==> src/rtl/byte_striping_pkg.sv <==
// Shared definitions for the byte striping (transmit) and byte joining (receive) paths.
package byte_striping_pkg;

  localparam int unsigned NUM_LANES   = 4;
  localparam int unsigned BYTE_W      = 8;
  localparam int unsigned LANE_IDX_W  = 2;

  typedef logic [BYTE_W-1:0]     byte_t;
  typedef logic [LANE_IDX_W-1:0] lane_idx_t;

  // K28.5 comma symbol, used as filler for lanes of a flushed partial group
  localparam byte_t PAD_BYTE = 8'hBC;

endpackage

==> src/rtl/byte_striping_lane_pointer.sv <==
// Mod-NUM_LANES lane pointer with increment enable and synchronous clear.
module lane_pointer
  import byte_striping_pkg::*;
#(
  parameter int unsigned LANES = NUM_LANES
) (
  input  logic      clk,
  input  logic      reset,
  input  logic      inc,
  input  logic      clr,
  output lane_idx_t ptr,
  output logic      last
);

  assign last = (ptr == lane_idx_t'(LANES - 1));

  always_ff @(posedge clk) begin
    if (reset || clr) begin
      ptr <= '0;
    end else if (inc) begin
      ptr <= last ? '0 : ptr + lane_idx_t'(1);
    end
  end

endmodule

==> src/rtl/byte_striping.sv <==
// Round-robin byte striper: four bytes per group onto four lanes with a one-cycle strobe.
// Optional flush/padding of partial groups is enabled by defining BYTE_STRIPING_PAD_EN.
module byte_striping
  import byte_striping_pkg::*;
#(
  parameter int unsigned NUM_LANES = byte_striping_pkg::NUM_LANES,
  parameter byte_t       PAD_BYTE  = byte_striping_pkg::PAD_BYTE
) (
  input  logic      clk1Mhz,
  input  logic      reset,
  input  byte_t     data_in,
  input  logic      valid_in,
  input  logic      flush,
  output byte_t     Lane_0,
  output byte_t     Lane_1,
  output byte_t     Lane_2,
  output byte_t     Lane_3,
  output logic      lanes_valid,
  output lane_idx_t crt_3
);

  localparam int unsigned STAGES = NUM_LANES - 1;

  byte_t     stage_q  [STAGES];
  byte_t     stage_d  [STAGES];
  byte_t     lane_q   [NUM_LANES];
  byte_t     lane_d   [NUM_LANES];
  logic      strobe_d;
  logic      last;
  logic      flush_clr_c;
  lane_idx_t ptr;

  lane_pointer #(
    .LANES (NUM_LANES)
  ) u_lane_pointer (
    .clk   (clk1Mhz),
    .reset (reset),
    .inc   (valid_in),
    .clr   (flush_clr_c),
    .ptr   (ptr),
    .last  (last)
  );

  // Next staging/lane values; a completing byte always wins over a flush
  always_comb begin
    stage_d     = stage_q;
    lane_d      = lane_q;
    strobe_d    = 1'b0;
    flush_clr_c = 1'b0;
    if (valid_in && !last) begin
      for (int i = 0; i < int'(STAGES); i++) begin
        if (ptr == lane_idx_t'(i)) stage_d[i] = data_in;
      end
    end
    if (valid_in && last) begin
      for (int i = 0; i < int'(STAGES); i++) lane_d[i] = stage_q[i];
      lane_d[NUM_LANES-1] = data_in;
      strobe_d            = 1'b1;
    end
`ifdef BYTE_STRIPING_PAD_EN
    else if (flush && (valid_in || ptr != '0)) begin
      for (int i = 0; i < int'(NUM_LANES); i++) begin
        if (lane_idx_t'(i) < ptr)
          lane_d[i] = (i < int'(STAGES)) ? stage_q[i % int'(STAGES)] : PAD_BYTE;
        else if (valid_in && lane_idx_t'(i) == ptr)
          lane_d[i] = data_in;
        else
          lane_d[i] = PAD_BYTE;
      end
      strobe_d    = 1'b1;
      flush_clr_c = 1'b1;
    end
`endif
  end

`ifndef BYTE_STRIPING_PAD_EN
  // Port and pad byte kept for a stable interface; consumed here only
  logic unused_flush;
  assign unused_flush = ^{flush, PAD_BYTE};
`endif

  always_ff @(posedge clk1Mhz) begin
    if (reset) begin
      for (int i = 0; i < int'(STAGES); i++) stage_q[i] <= '0;
      for (int i = 0; i < int'(NUM_LANES); i++) lane_q[i] <= '0;
      lanes_valid <= 1'b0;
    end else begin
      stage_q     <= stage_d;
      lane_q      <= lane_d;
      lanes_valid <= strobe_d;
    end
  end

  assign Lane_0 = lane_q[0];
  assign Lane_1 = lane_q[1];
  assign Lane_2 = lane_q[2];
  assign Lane_3 = lane_q[3];
  assign crt_3  = ptr;

endmodule

==> config.mk <==
export PLATFORM = sky130hd
export DESIGN_NAME = byte_striping
export DESIGN_NICKNAME = d
export VERILOG_FILES = /design/src/rtl/byte_striping_pkg.sv /design/src/rtl/byte_striping_lane_pointer.sv /design/src/rtl/byte_striping.sv
export SDC_FILE = /design/constraint.sdc
export NUM_CORES = 1
export LEC_CHECK = 0
export ABC_CLOCK_PERIOD_IN_PS = 2850
export BUFFER_PORTS_ARGS = -buffer_cell sky130_fd_sc_hd__buf_4
export CAP_MARGIN = 20
export CORE_ASPECT_RATIO = 0.6
export CORE_UTILIZATION = 34
export DETAILED_ROUTE_END_ITERATION = 12
export SLEW_MARGIN = 40
export SYNTH_ARGS = -nofsm -noshare
export SYNTH_HDL_FRONTEND = slang
export SYNTH_SLANG_ARGS = --single-unit
==> constraint.sdc <==
create_clock -name clk1Mhz -period 2.85 [get_ports clk1Mhz]
set_clock_uncertainty 0.15 [all_clocks]
set_input_delay 0.1425 -clock clk1Mhz [delete_from_list [all_inputs] [get_ports clk1Mhz]]
set_output_delay 0.1425 -clock clk1Mhz [all_outputs]
set_load 0.02 [all_outputs]
Word level (Yosys, flattened, before mapping) --
Index checks and enable logic that the tools add are counted.
Word-level totals: register bits 59, output and inout port bits 35, logic and storage cells 22
Operators by class: mux-type cells 2, eq/ne operators 3, $add $sub $neg 1, reduce and logical (&&, ||, !) cells 7
Operators with widths (count):
- $reduce_and A2 Y1 | 3
- $eq A2 B2 Y1 const B | 2
- $add A2 B1 Y2 const B | 1
- $eq A2 B1 Y1 const B | 1
- $logic_and A1 B1 Y1 | 2
- $logic_not A2 Y1 | 1
- $mux W2 | 1
- $logic_not A1 Y1 | 1
- $mux W1 | 1

Depth between registers and ports, before layout --
Gate-level depths: netlist of run 1.
depth in word-level cells 4, mapped depth 6, mapped depth without buffers 4

By module --
Synthesis of run 1 repeated with hierarchy kept, for this count alone.
Unflattened totals: cell total of the unflattened synthesis 251, area total of the unflattened synthesis 2502.4 µm²
By module, submodules not included:
- byte_striping | area an instance 2407.3 µm², cells each 243, instances 1
- lane_pointer | area an instance 95.1 µm², cells each 8, instances 1

Worst setup path before layout of run 1 --
Ideal clock, no wire load.
path kind register -> register, from register u_lane_pointer.ptr[0], to register lane_q, in the netlist Lane_1[0], required time 2.568 ns, stages on the path, launching flop included 6, setup time 0.132 ns, path slack 1.281 ns, arrival 1.287 ns, cells stage by stage dfxtp_1 -> ha_1 -> buf_6 -> clkbuf_1 -> a21bo_2 -> a21oi_1
Between the ends: cells in the longest elaborated chain, start to end 2
RTL lines:
- from (decl) | line byte_striping_lane_pointer.sv:11 | output lane_idx_t ptr,
- from (signal assigned) | line byte_striping_lane_pointer.sv:21 | ptr <= last ? '0 : ptr + lane_idx_t'(1);
- $eq A2 B2 Y1 | line byte_striping_lane_pointer.sv:15 | assign last = (ptr == lane_idx_t'(LANES - 1));
- $logic_and A1 B1 Y1 | line byte_striping.sv:55 | if (valid_in && last) begin
- to (signal assigned) | line byte_striping.sv:89 | lane_q <= lane_d;
- to (decl) | line byte_striping.sv:26 | byte_t lane_q [NUM_LANES];
Every way passes these cells. A chain may end at the register's enable or synchronous reset.

Worst setup path in the final report of run 1 --
from register u_lane_pointer.ptr[0], to register lane_q, in the netlist Lane_1[5]
The elaborated chain is that of the path after synthesis.

==> reports/metrics.cfg, run 1 <==
[global_routing]
grt_use_met1 = 0.1929
antenna_found_initial = 0
grt_max_degree = 68
busiest_layer = met1
grt_pass1_wl_um = 8535
grt_pass1_vias = 1707
grt.met2_usage = 0.1924
grt_overflow = 0
grt_use_met3 = 0.07124
grtUsageTotal = 0.1425

[floorplanning]
die_y_um = 69.08
rows = 24
io_pins = 47
die_x_um = 113.8
die-area_um2 = 7861
core-area_um2 = 7267
start_util = 0.3509

[routing]
drt-vias-per-instance = 4.554
drcViolationCount = 0
antenna_left = 0
wire_per_inst_um = 12.77
wl_um = 5161
num_vias = 1840
drt_first_pass_iters = 4
drtIter0Drc = 159

[worst_setup_path]
critPathTopFamily = adder cells
critPathCaptureType = flip-flop
cp.depth = 4
critical_path_peak_fanout = 42
reg2regPathDepth = 4
path_buf_inv = 1
arrival_ns = 2.08
crit_type = reg2reg
crit_chain = ha_2 -> buf_4 -> a21bo_2 -> a21oi_1
cpPeakStageDelay_ns = 0.58
required_ns = 2.88
crit_path_top_delay_cell = ha_2
worstSetupStartpointType = flip-flop

[cells_and_area]
drive_gt1_frac = 0.3233
multiInputGateArea_um2 = 1227
synthToLayoutAreaGrowth_pct = 28.36
n_fill_cell = 713
fin_nets = 311
seqCellArea_um2 = 1181
utilization = 0.4504
n_antenna_cell = 0

[power]
p_int_mw = 1.594
pwr-share-comb = 0.064
power.density_nw_per_um2 = 624.3
power.share.clock = 0.516
p_sw_frac = 0.2202
peakVddDrop_uv = 377.6
pwr-share-seq = 0.420
power.leakage_nw = 1.389
switchingPower_uw = 450.0

[sta]
setup_slack_ns = 0.7964
rsz0062_at_grt = no
setup_tns_ns = 0
fmax_mhz = 486.9
finalHoldViolCount = 0
drv_slew = 0
final.min_clock_period_ns = 2.054
setup_viol = 0
fin_crit_sh = 0.7206
whs_ns = 0.1100
slew_headroom = 0.5994
worstMarginPinSlew_ns = 0.5991

[logic_synthesis]
yosysTopAreaCell = dfxtp_1
yosys_warnings = 0
yosysTopAreaCellShare = 0.4632
synthTopCellsByArea = dfxtp_1 (46%), a21bo_2 (13%), mux2i_1 (9.8%), nand2b_1 (8.1%), a21oi_1 (6.5%)
syn-mean-instance-area_um2 = 10.00
syn_area_um2 = 2550
ys_types = 19
synth_seq_area_share = 0.4632
ys_seq_elements = 59
syn_nets = 271
netlist_instances = 255

[clocking]
root_buffer = clkbuf_16
clock_latency_ns = 0.32
cts.sinks = 59
ctsResizeCount = 0
numCtsBuffers = 9
holdBufCountCts = 8
cts_max_level = 3
post-cts-setup-buffer-count = 0
cts_tree = done
path_clk_slew_ns = 0.05
cts.path.max_buffers = 2

[place]
hpwl_um = 3112
portBuffers = 45
gp_congestion = 0.6621
pre_cts_ws_ns = 0.8051

[hold_path]
hold_path.class = in2reg
hold_depth = 3

[outcome]
status = completed

[run]
maxCapViolCount = 0

==> per-stage QoR <==
step / power [mW] / cells / instance area, um2
after floorplan: 0.9661 / 255 / 2550
after global placement: 0.9960 / 380 / 2899
after detailed placement: 0.9987 / 380 / 2899
after CTS: 2.074 / 404 / 3273
after global routing: 2.119 / 404 / 3273
final: 2.044 / 404 / 3273
==> worst reg2reg max path: stages, from the launching register on <==
cell and delay (ns):
dfxtp_1 0.42, ha_2 0.58, buf_4 0.48, a21bo_2 0.22
a21oi_1 0.06
==> cells in the final DEF (no fill, tap or decap), drive strengths merged <==
cell type,Yosys,layout
a21bo,32,32
mux2i,25,25
nand3b,3,3
bufinv,0,1
inv,2,2
clkinv,0,5
nand3,32,32
dfxtp,59,59
nand2,1,1
nand2b,33,33
and3b,2,2
buf,18,47
a21oi,33,33
nor2,2,2
ha,4,4
clkbuf,8,10
or3b,1,1
dlygate4sd3,0,8
==> synthesized netlist by cell type (all sizes together) <==
cell     n
nand3   32
mux2i   25
a21oi   33
nand2b  33
buf     18
nand2    1
clkbuf   8
inv      2
dfxtp   59
and3b    2
nor2     2
a21bo   32
nand3b   3
or3b     1
ha       4
==> cells by family after synthesis <==
logic type	synth area share
buffers and inverters	0.05643
multiplexers	0.09814
flip-flops	0.4632
adder cells (fa/ha/maj)	0.01963
AO/OA/AOI/OAI	0.1904
AND/OR/NAND/NOR	0.1722
==> per-layer routing <==
layer | routed length [um] | share of wire | vias up
li1 | - | - | 953
met1 | 2637 | 0.51 | 839
met2 | 2129 | 0.41 | 39
met3 | 319 | 0.062 | 9
met4 | 74 | 0.014 | 0
met5 | 0 | 0 | -
==> power groups by stage <==
stage | Sequential [mW] | Combinational (mW) | Clock, mW
after floorplan | 0.876 | 0.0898 | 0
after global placement | 0.874 | 0.122 | 0
after detailed placement | 0.875 | 0.124 | 0
after CTS | 0.858 | 0.132 | 1.08
after global routing | 0.860 | 0.142 | 1.12
final | 0.858 | 0.131 | 1.05
==> path summary, 6_finish.rpt <==
path	startpoint	endpoint	slack, ns
worst max-delay path	u_lane_pointer.ptr[0]	Lane_1[5]	0.80
worst min register to register	stage_q[8]	Lane_1[0]	0.32
worst max register to register	u_lane_pointer.ptr[0]	Lane_1[5]	0.80
worst min-delay path	valid_in	Lane_3[7]	0.11
==> sequential cells by signal, summed over array words and instances, names as in the netlist <==
register and flops:
Lane_2 8, u_lane_pointer.ptr 2, Lane_3 8, lanes_valid 1
stage_q 24, Lane_0 8, Lane_1 8
==> cell type report <==
| cell class | count | area share |
|---|---|---|
| inverter | 2 | 0.002294 |
| clock inverter | 6 | 0.01682 |
| multi-input combinational | 168 | 0.3750 |
| timing repair buffer | 55 | 0.1323 |
| tap | 104 | 0.03976 |
| sequential | 59 | 0.3609 |
| clock buffer | 10 | 0.07301 |
(Power assumes the default switching activity.)
==> inputs of run 2 (changes only) <==
Settings changed: ABC_CLOCK_PERIOD_IN_PS 2850 to 2000.
Clock period 2.85 ns to 2 ns, I/O delays scaled along.
==> reports/metrics.cfg, run 2 (synthesis gave the netlist of run 1 again) <==
[sta]
worstMarginPinSlew_ns = 0.5840  ; -0.01510 ns
setup_viol = 0  ; unchanged
final.min_clock_period_ns = 1.849  ; -0.2048 ns
rsz0062_at_grt = no
whs_ns = 0.1162  ; +0.006181 ns
fmax_mhz = 540.9  ; +11%
drv_slew = 0  ; unchanged
setup_tns_ns = 0  ; unchanged
slew_headroom = 0.6107  ; +0.01127
finalHoldViolCount = 0  ; unchanged
fin_crit_sh = 0.9244  ; +0.2038

[cells_and_area]
synthToLayoutAreaGrowth_pct = 32.04
drive_gt1_frac = 0.3289  ; +0.005614
regMostFlops = stage_q
final_common_cell = dfxtp_1
n_antenna_cell = 0  ; unchanged
largest_reg_flops = 24  ; unchanged
utilization = 0.4633  ; +0.01291
final_cell_mix = dfxtp_1 (58), buf_4 (49), nand2b_1 (33), a21oi_1 (33)
fin_nets = 317  ; +1.9%

[routing]
drcViolationCount = 0  ; unchanged
wire_per_inst_um = 12.84  ; +0.52%
antenna_left = 0  ; unchanged
drt_first_pass_iters = 4  ; unchanged
num_vias = 1895  ; +3.0%
drtIter0Drc = 114  ; -28%
drt-vias-per-instance = 4.645  ; +2.0%
wl_um = 5239  ; +1.5%

[place]
portBuffers = 45  ; unchanged
hpwl_um = 3255  ; +4.6%
gp_congestion = 0.6731  ; +1.7%

[clocking]
cts_tree = done
clock_latency_ns = 0.33  ; about the same
root_buffer = clkbuf_16
cts.path.max_buffers = 2  ; unchanged
cts.sinks = 59  ; unchanged
cts_max_level = 3  ; unchanged
numCtsBuffers = 9  ; unchanged
path_clk_slew_ns = 0.05  ; about the same

[worst_setup_path]
critPathCaptureType = flip-flop
arrival_ns = 1.96  ; -0.12 ns
cpPeakStageDelay_ns = 0.56  ; -0.02 ns
crit_chain = ha_4 -> buf_4 -> nand3_1 -> dlygate4sd3_1 -> a21oi_1
worstSetupStartpointType = flip-flop
critPathTopFamily = buffers and inverters
critical_path_peak_fanout = 15  ; -64%
required_ns = 2.11  ; -0.77 ns
crit_path_top_delay_cell = dlygate4sd3_1
path_buf_inv = 2  ; +1
crit_type = reg2reg

[floorplanning]
io_pins = 47  ; unchanged
die-area_um2 = 7861  ; unchanged
rows = 24  ; unchanged
core-area_um2 = 7267  ; unchanged
die_y_um = 69.08  ; unchanged
die_x_um = 113.8  ; unchanged
start_util = 0.3509  ; unchanged

[global_routing]
antenna_found_initial = 0  ; unchanged
grt_max_degree = 68  ; unchanged
grt_pass1_wl_um = 8680  ; +1.7%
grt_pass1_vias = 1752  ; +2.6%
grt_overflow = 0  ; unchanged
grtUsageTotal = 0.1459  ; +0.003329

[power]
total_power_mw = 2.973  ; +46%
power.density_nw_per_um2 = 883.1  ; +41%
peakVddDrop_uv = 453.7  ; +20%
power.leakage_nw = 1.424  ; +2.5%

[outcome]
status = completed

[run]
maxCapViolCount = 0  ; unchanged

[hold_path]
hold_path.class = in2reg

run 2: changes by cell type in the layout (fill, tap and decap cells not counted), sizes merged:
cell,change
clkbuf,+2
dlygate4sd3,+2
clkinv,-4
buf,+4
run 2: layer usage:
metal,track usage,routed length (um)
met1,0.1882,2545
met2,0.2026,2287
met5,0,0
met4,0.06061,57
met3,0.07564,348
run 2: per-stage QoR:
stage | instance area [um2] | std cells | setup slack [ns]
3_3_place_gp | 2954 | 384 | 0.4346
4_1_cts | 3356 | 408 | 0.04258
5_1_grt | 3367 | 408 | 0.05865
2_1_floorplan | 2550 | 255 | 0.4306
3_5_place_dp | 2954 | 384 | 0.3928
6_report | 3367 | 408 | 0.1512
run 2: report_power, final:
group          internal [mW]  switching [mW]
Sequential              1.21          0.0189
Combinational         0.0903           0.108
Clock                   1.05           0.503
run 2: what timing repair did:
item / in CTS / in global routing
buffers inserted: 0 / 0
endpoints found under the hold margin: 29 / 0
hold buffers: 10 / 0
endpoints found under the setup margin: 0 / 1
gates resized for setup: 0 / 2
run 2: final timing paths:
| kind | start | to | slack [ns] | depth (start not counted) |
|---|---|---|---|---|
| worst min-delay path | reset | u_lane_pointer.ptr[1] | 0.12 | 2 |
| worst max-delay path | u_lane_pointer.ptr[1] | Lane_3[7] | 0.15 | 5 |
| worst max register to register | u_lane_pointer.ptr[1] | Lane_3[7] | 0.15 | 5 |
| worst min register to register | stage_q[3] | Lane_2[3] | 0.31 | 2 |
run 2: final cells by class:
type,count,area [um2]
Inverter,2,7.507
Multi-Input combinational cell,168,1237
Clock buffer,12,266.5
Fill cell,708,3900
Timing Repair Buffer,61,508.0
Clock inverter,2,35.03
Sequential cell,59,1182
Tap cell,104,130.1
==> inputs of run 3 (changes only) <==
Settings changed: REMOVE_ABC_BUFFERS from default to 1.
==> reports/metrics.cfg, run 3 (synthesis gave the netlist of run 1 again) <==
[floorplanning]
io_pins = 47  ; unchanged
die-area_um2 = 7861  ; unchanged
die_y_um = 69.08  ; unchanged
rows = 24  ; unchanged
start_util = 0.3509  ; unchanged
die_x_um = 113.8  ; unchanged
core-area_um2 = 7267  ; unchanged

[routing]
antenna_left = 0  ; unchanged
routed.top_layer = met4
wire_per_inst_um = 12.77  ; -0.58%
drcViolationCount = 0  ; unchanged
wl_met2_um = 1979  ; -13%
drt_first_pass_iters = 4  ; unchanged
wl_met3_um = 277  ; -20%
drt-vias-per-instance = 4.564  ; -1.7%
drtIter0Drc = 160  ; +40%
wl_met1_um = 2908  ; +14%
wl_um = 5183  ; -1.1%
num_vias = 1853  ; -2.2%

[sta]
worstMarginPinSlew_ns = 0.5873  ; +0.003357 ns
rsz0062_at_grt = no
finalHoldViolCount = 0  ; unchanged
fmax_mhz = 575.9  ; +6.5%
drv_slew = 0  ; unchanged
setup_tns_ns = 0  ; unchanged
setup_viol = 0  ; unchanged
fin_crit_sh = 0.8682  ; -0.05623
setup_slack_ns = 0.2636  ; +0.1125 ns
slew_headroom = 0.6085  ; -0.002238
final.min_clock_period_ns = 1.736  ; -0.1125 ns

[worst_setup_path]
cp-startpoint = u_lane_pointer.ptr[0]
path_buf_inv = 1  ; -1
worstSetupStartpointType = flip-flop
critPathCaptureType = flip-flop
arrival_ns = 1.77  ; -0.19 ns
crit_chain = ha_2 -> buf_4 -> a21bo_2 -> a21oi_1
crit_type = reg2reg
crit_path_top_delay_cell = dfxtp_1
cp.depth = 4  ; -1
critical_path_peak_fanout = 29  ; +14
cpPeakStageDelay_ns = 0.43  ; -0.13 ns
required_ns = 2.03  ; -0.08 ns
critPathTopFamily = flip-flops
r2r_start = u_lane_pointer.ptr[0]
regToRegSetupSlack_ns = 0.26  ; +0.11 ns
reg2regPathDepth = 4  ; -1

[place]
hpwl_um = 3174  ; -2.5%
placed_cells = 383  ; -0.26%
portBuffers = 45  ; unchanged
gp_congestion = 0.6772  ; +0.61%
pre_cts_ws_ns = 0.2651  ; -0.1277 ns
place_area_um2 = 2922  ; -1.1%

[global_routing]
grtUsageTotal = 0.1449  ; -0.0009746
grt_max_degree = 68  ; unchanged
antenna_found_initial = 0  ; unchanged
grt_pass1_wl_um = 8721  ; +0.47%
grt_pass1_vias = 1725  ; -1.5%
grt_overflow = 0  ; unchanged

[clocking]
cts.sinks = 59  ; unchanged
post-cts-setup-buffer-count = 0  ; unchanged
root_buffer = clkbuf_16
cts_max_level = 3  ; unchanged
ctsResizeCount = 0  ; unchanged
holdBufCountCts = 8  ; -2
path_clk_slew_ns = 0.05  ; about the same
cts.path.max_buffers = 2  ; unchanged
clock_latency_ns = 0.33  ; about the same
cts_tree = done
numCtsBuffers = 9  ; unchanged

[hold_path]
hold_start = valid_in
hold_depth = 3  ; +1
hold_path.class = in2reg

[cells_and_area]
largest_reg_flops = 24  ; unchanged
drive_gt1_frac = 0.3179  ; -0.01107
fin_cells = 406  ; -0.49%
fin_nets = 314  ; -0.95%
final_cell_mix = dfxtp_1 (59), buf_4 (50), nand2b_1 (33), a21oi_1 (33)
regMostFlops = stage_q
multiInputGateArea_um2 = 1227  ; -0.81%
synthToLayoutAreaGrowth_pct = 28.02
design_area_um2 = 3264  ; -3.0%
seqCellArea_um2 = 1181  ; -0.11%
final_common_cell = dfxtp_1
n_antenna_cell = 0  ; unchanged
n_fill_cell = 718  ; +1.4%

[outcome]
status = completed

[power]
power.density_nw_per_um2 = 849.7  ; -3.8%
power.leakage_nw = 1.378  ; -3.2%
peakVddDrop_uv = 451.9  ; -0.42%

[run]
maxCapViolCount = 0  ; unchanged

run 3: per-layer routing:
metal,GRT usage,up-vias
li1,-,963
met1,0.2100,845
met2,0.1863,41
met3,0.07300,4
met4,0.03463,0
met5,0,-
run 3: path summary, 6_finish.rpt:
kind,to
setup / recovery,Lane_1[4]
hold / removal,Lane_2[1]
setup reg to reg,Lane_1[4]
hold reg to reg,Lane_1[0]
run 3: layout make-up:
| type | count | area share |
|---|---|---|
| Clock buffer | 13 | 0.07666 |
| Tap cell | 104 | 0.03986 |
| Inverter | 2 | 0.002300 |
| Clock inverter | 2 | 0.003833 |
| Timing Repair Buffer | 58 | 0.1395 |
| Multi-Input combinational cell | 168 | 0.3760 |
| Sequential cell | 59 | 0.3618 |
run 3: where the power goes:
part	switching, mW	leakage [nW]	internal (mW)	total (mW)
clock network	0.497	0.126	0.861	1.36
registers	0.0178	0.477	1.21	1.22
logic	0.108	0.775	0.0838	0.191
run 3: worst reg2reg max path, cell delays in order (launching register included):
cell	delay, ns
dfxtp_1	0.43
ha_2	0.40
buf_4	0.36
a21bo_2	0.20
a21oi_1	0.05
run 3: metrics by stage:
stage | power (mW) | util | hold WS [ns]
2_1_floorplan | 1.334 | - | 0.01907
3_3_place_gp | 1.424 | 0.4020 | 0.2258
3_5_place_dp | 1.427 | 0.4020 | 0.2301
4_1_cts | 2.814 | 0.4492 | 0.06131
5_1_grt | 2.895 | 0.4492 | 0.08261
6_report | 2.774 | 0.4492 | 0.06537
